[src/rtl/gb_frame_sequencer_if.sv]
// Bundles the APU power/DIV inputs with the strobe and step outputs
// of the frame sequencer.
interface gb_frame_sequencer_if;
    logic       apu_en;
    logic       div_bit;
    logic       clk_length_ctr;
    logic       clk_sweep;
    logic       clk_envelope;
    logic [2:0] step;
    logic       len_half;

    modport master (
        output apu_en,
        output div_bit,
        input  clk_length_ctr,
        input  clk_sweep,
        input  clk_envelope,
        input  step,
        input  len_half
    );

    modport slave (
        input  apu_en,
        input  div_bit,
        output clk_length_ctr,
        output clk_sweep,
        output clk_envelope,
        output step,
        output len_half
    );
endinterface

[src/rtl/gb_frame_sequencer.sv]
// APU frame sequencer: turns a 512 Hz tick into the length (256 Hz),
// sweep (128 Hz) and envelope (64 Hz) one-cycle strobes. The tick
// comes from a DIV bit falling edge (PRESCALE=0) or from an internal
// prescaler (PRESCALE>0).
module gb_frame_sequencer #(
    parameter int unsigned PRESCALE = 0,
    parameter int unsigned CTR_W    = 16
) (
    input  logic               clk,
    input  logic               reset,
    gb_frame_sequencer_if.slave bus
);

    localparam int unsigned   LAST_I = (PRESCALE == 0) ? 0 : PRESCALE - 1;
    localparam logic [CTR_W-1:0] W_LAST = CTR_W'(LAST_I);

    logic             r_div_q;
    logic [CTR_W-1:0] r_count;
    logic [2:0]       r_step;
    logic             r_len;
    logic             r_sweep;
    logic             r_env;
    logic             w_count_last;
    logic             w_tick;

    // DIV bit history; tracks even while powered off so enabling never
    // sees a stale high and fabricates a tick.
    always_ff @(posedge clk or negedge reset) begin
        if (!reset) begin
            r_div_q <= 1'b0;
        end else begin
            r_div_q <= bus.div_bit;
        end
    end

    // Prescaler count; parked at zero when unused or powered off.
    always_ff @(posedge clk or negedge reset) begin
        if (!reset) begin
            r_count <= '0;
        end else if (PRESCALE == 0 || !bus.apu_en || w_count_last) begin
            r_count <= '0;
        end else begin
            r_count <= r_count + CTR_W'(1);
        end
    end

    // Tick source selection.
    always_comb begin
        w_count_last = (r_count == W_LAST);
        w_tick       = 1'b0;
        if (PRESCALE == 0) begin
            w_tick = r_div_q & ~bus.div_bit;
        end else begin
            w_tick = w_count_last;
        end
    end

    // Step advance and strobe decode from the pre-increment step.
    always_ff @(posedge clk or negedge reset) begin
        if (!reset) begin
            r_step  <= '0;
            r_len   <= 1'b0;
            r_sweep <= 1'b0;
            r_env   <= 1'b0;
        end else if (!bus.apu_en) begin
            r_step  <= '0;
            r_len   <= 1'b0;
            r_sweep <= 1'b0;
            r_env   <= 1'b0;
        end else if (w_tick) begin
            r_len   <= ~r_step[0];
            r_sweep <= (r_step[1:0] == 2'b10);
            r_env   <= (r_step == 3'd7);
            r_step  <= r_step + 3'd1;
        end else begin
            r_len   <= 1'b0;
            r_sweep <= 1'b0;
            r_env   <= 1'b0;
        end
    end

    assign bus.clk_length_ctr = r_len;
    assign bus.clk_sweep      = r_sweep;
    assign bus.clk_envelope   = r_env;
    assign bus.step           = r_step;
    assign bus.len_half       = r_step[0];

endmodule

[src/flat_wrapper.sv]
// flat-port wrapper written by rule: the top's interface ports become plain ports
module gb_frame_sequencer_flat 
#(
    parameter int unsigned PRESCALE = 0,
    parameter int unsigned CTR_W    = 16
)
  (clk, reset, bus_apu_en, bus_div_bit, bus_clk_length_ctr, bus_clk_sweep, bus_clk_envelope, bus_step, bus_len_half);
  gb_frame_sequencer_if bus_i ();
  input  logic clk;
  input  logic reset;
  input wire logic [$bits(bus_i.apu_en)-1:0] bus_apu_en;
  input wire logic [$bits(bus_i.div_bit)-1:0] bus_div_bit;
  output wire logic [$bits(bus_i.clk_length_ctr)-1:0] bus_clk_length_ctr;
  output wire logic [$bits(bus_i.clk_sweep)-1:0] bus_clk_sweep;
  output wire logic [$bits(bus_i.clk_envelope)-1:0] bus_clk_envelope;
  output wire logic [$bits(bus_i.step)-1:0] bus_step;
  output wire logic [$bits(bus_i.len_half)-1:0] bus_len_half;
  assign bus_i.apu_en = bus_apu_en;
  assign bus_i.div_bit = bus_div_bit;
  assign bus_clk_length_ctr = bus_i.clk_length_ctr;
  assign bus_clk_sweep = bus_i.clk_sweep;
  assign bus_clk_envelope = bus_i.clk_envelope;
  assign bus_step = bus_i.step;
  assign bus_len_half = bus_i.len_half;
  gb_frame_sequencer #(.PRESCALE(PRESCALE), .CTR_W(CTR_W)) u_core (.clk(clk), .reset(reset), .bus(bus_i));
endmodule
[config.mk]
export PLATFORM = sky130hd
export DESIGN_NAME = gb_frame_sequencer_flat
export DESIGN_NICKNAME = d
export VERILOG_FILES = /design/src/rtl/gb_frame_sequencer_if.sv /design/src/rtl/gb_frame_sequencer.sv /design/src/flat_wrapper.sv
export SDC_FILE = /design/constraint.sdc
export NUM_CORES = 1
export LEC_CHECK = 0
export BUFFER_PORTS_ARGS = -buffer_cell sky130_fd_sc_hd__buf_2
export CAP_MARGIN = 10
export CORE_AREA = 2 2 39 41
export CTS_BUF_LIST = sky130_fd_sc_hd__clkbuf_8
export CTS_CLUSTER_DIAMETER = 100
export CTS_CLUSTER_SIZE = 20
export DETAILED_ROUTE_END_ITERATION = 16
export DIE_AREA = 0 0 41 43
export PLACE_DENSITY = 0.48
export SKIP_LAST_GASP = 1
export SLEW_MARGIN = 20
export SYNTH_ARGS = -nofsm -noshare
export SYNTH_HDL_FRONTEND = slang
export SYNTH_SLANG_ARGS = --single-unit
[constraint.sdc]
create_clock -name clk -period 1.15 [get_ports clk]
set_input_delay 0.23 -clock clk [delete_from_list [all_inputs] [get_ports clk]]
set_output_delay 0.23 -clock clk [all_outputs]
set_load 0.005 [all_outputs]
==> results.sh <==
export IMPL_fraction_of_power_consumed_by_combinational_cells_pct=8.4
export IMPL_worst_slew_pin_slew_ns=0.171
export IMPL_clock_sinks=7
export IMPL_maximum_fanout_along_the_worst_path=5
export IMPL_finalSetupViolations=0
export IMPL_power_report_internal_total_uw=512
export IMPL_hold_path_class="primary input to register"
export IMPL_clkTransAtPathRegs_ns=0.04
export IMPL_average_vias_per_placed_instance=4.02
export IMPL_worstSetupPathType="register to output port"
export IMPL_final_instance_area_um2=450
export IMPL_floorplan_initialDensity_pct=22.8
export IMPL_max_cap_violations=0
export IMPL_slew_viol_final=0
export IMPL_crit_path_launch_type="register"
export IMPL_seq_power_share_pct=40.2
export IMPL_max_clock_path_buffers=2
export IMPL_fin_worst_skew_ns=0.00161
export IMPL_first_iter_violations=5
export IMPL_worst_hold_startpoint="bus_div_bit"
export IMPL_regToRegStartpoint="u_core.bus.step[0]"
export IMPL_clock_power_share_pct=51.4
export IMPL_arrival_ns=0.89
export IMPL_max_freq_mhz=890
export IMPL_power_spent_charging_and_discharging_nets_uw=134
export IMPL_wire_length_per_cell_um=10.5
export IMPL_die_area_um2=1760
export IMPL_via_count=229
export IMPL_end_kind="output port"
export IMPL_remaining_drc_errors=0
export IMPL_worst_vdd_ir_mv=0.562
export IMPL_die_h_um=43
export IMPL_min_period_ns=1.12
export IMPL_cts_htree_levels=1
export IMPL_sequential_element_share_of_the_synthesized_area_pct=55.6
export IMPL_power_per_cell_area_nw_per_um2=1430
export IMPL_final_setup_tns_ns=0
export IMPL_dpl_hpwl_um=435
export IMPL_final_cells=57
export IMPL_final_fill_count=148
export IMPL_drt_first_pass_iters=4
export IMPL_via_count_of_the_first_global_routing_pass=205
export IMPL_placed_cells=51
export IMPL_standard_cell_row_count=14
export IMPL_required_ns=0.92
export IMPL_i_o_buffers=10
export IMPL_io_pins=11
export IMPL_total_global_routing_track_utilization_pct=8.68
export IMPL_diodes=0
export IMPL_postSynthCellCount=25
export IMPL_p_sw_share_pct=20.7
export IMPL_ys_ff_latch=7
export IMPL_grt_first_pass_wirelength_um=931
export IMPL_post_place_cell_area_um2=385
export IMPL_status="complete, no violations"
export IMPL_maximum_number_of_pins_on_one_net_before_global_route_repair=9
export IMPL_place_gp_congestion=0.794
export IMPL_die_width_um=41
export IMPL_layout_drive_gt1_share_pct=43.9
export IMPL_holdWs_ns=0.180
export IMPL_worst_slew_margin_rel_pct=88.6
export IMPL_fp_coreArea_um2=1380
export IMPL_finalHoldViolations=0
export IMPL_rsz0062_at_grt="yes"
export IMPL_postRouteWirelength_um=600
export IMPL_clk_latency_ns=0.22
export IMPL_synth_area_um2=315
export IMPL_area_delta_synth_final_pct=42.9
export IMPL_grt_antenna_before_repair=0
export IMPL_yosys_cell_types_count=13
export IMPL_cts_root_buf="clkbuf_8"
export IMPL_syn_nets=32
export IMPL_global_route_overflow_total=0
export IMPL_numCtsBuffers=3
export IMPL_total_leakage_power_nw=0.252
export IMPL_worstSetupStartpoint="u_core.bus.step[0]"
export IMPL_layout_worst_path_cycle_share_pct=97.8
export IMPL_final_antenna_violating_net_count=0
export IMPL_nets_finish=49
export IMPL_post_synth_cell_area_avg_um2=12.6
export IMPL_ys_warn_count=0
export IMPL_tritoncts="done"
[final timing paths]
kind / endpoint / slack, ns / cells past startpoint
setup / recovery: bus_len_half / 0.03 / 2
hold / removal: u_core.r_div_q / 0.18 / 1
setup reg to reg: u_core.bus.step[2] / 0.07 / 4
hold reg to reg: u_core.bus.step[2] / 0.56 / 2
max in group asynchronous: u_core.bus.clk_length_ctr / 0.62 / 2
min in group asynchronous: u_core.bus.clk_sweep / 0.37 / 2
[sequential cells by signal (all words and copies together) (netlist names)]
register,cells
u_core.bus.step,3
u_core.bus.clk_envelope,1
u_core.bus.clk_length_ctr,1
u_core.bus.clk_sweep,1
u_core.r_div_q,1
[power by group through the flow]
stage,clock network (mW),logic [mW],registers (mW)
after floorplan,0,0.0208,0.266
after global placement,0,0.0501,0.263
after detailed placement,0,0.0503,0.263
after CTS,0.344,0.0534,0.260
after global routing,0.356,0.0612,0.261
final,0.332,0.0543,0.260
[Yosys cell counts, drive strengths merged]
cell type | n | area [um2]
o21ai | 1 | 5.00
nand3b | 1 | 7.51
and3 | 2 | 12.5
dfrtp | 7 | 175
nand2 | 4 | 15.0
nor2 | 1 | 3.75
mux2i | 1 | 10.0
o22ai | 1 | 12.5
inv | 1 | 3.75
ha | 3 | 37.5
nor2b | 1 | 13.8
nand4bb | 1 | 11.3
buf | 1 | 7.51
[stage by stage]
| step | worst slack [ns] | power (mW) | utilization, % |
|---|---|---|---|
| after floorplan | 0.0172 | 0.286 | - |
| after global routing | -0.00938 | 0.678 | 32.5 |
| after detailed placement | 0.0330 | 0.314 | 27.8 |
| after global placement | 0.0595 | 0.313 | 27.8 |
| after CTS | 0.0214 | 0.657 | 31.8 |
| final | 0.0258 | 0.646 | 32.5 |
[per-layer routing]
layer	wire length (um)	GRT usage, %
met5	0	0
met4	0	10.0
met3	50	3.14
met2	297	9.38
met1	252	11.4
[kinds of logic after synthesis]
group / share of synthesized area [%]
AND/OR/NAND/NOR: 20.2
flip-flops: 55.6
adder cells (fa/ha/maj): 11.9
AO/OA/AOI/OAI: 5.55
buffers and inverters: 3.57
multiplexers: 3.17
[worst max-delay path: stages (launching register included)]
cell	delay, ns
dfrtp_1	0.39
buf_4	0.16
buf_2	0.12
[area by class of cell]
type / count / area, um2 / area share (%)
Clock inverter: 1 / 3.75 / 0.833
Inverter: 1 / 3.75 / 0.833
Multi-Input combinational cell: 16 / 131 / 29.2
Sequential cell: 7 / 175 / 38.9
Clock buffer: 3 / 41.3 / 9.17
Timing Repair Buffer: 13 / 75.1 / 16.7
Tap cell: 16 / 20.0 / 4.44
[cell usage in the layout, fill, tap and decap left out, types with 2 or more instances in the layout]
| cell | count |
|---|---|
| inv_1 | 2 |
| nand2_1 | 4 |
| ha_1 | 2 |
| and3_1 | 2 |
| buf_2 | 10 |
| dfrtp_1 | 7 |
| buf_4 | 2 |
| clkbuf_8 | 3 |
[what timing repair did]
action | CTS | global route
hold buffers | 1 | 0
hold endpoints to repair | 7 | 0
setup buffers | 0 | 1
gates resized for setup | 0 | 1
endpoints found under the setup margin | 0 | 3
No activity file was read; power rests on OpenSTA's default activity.
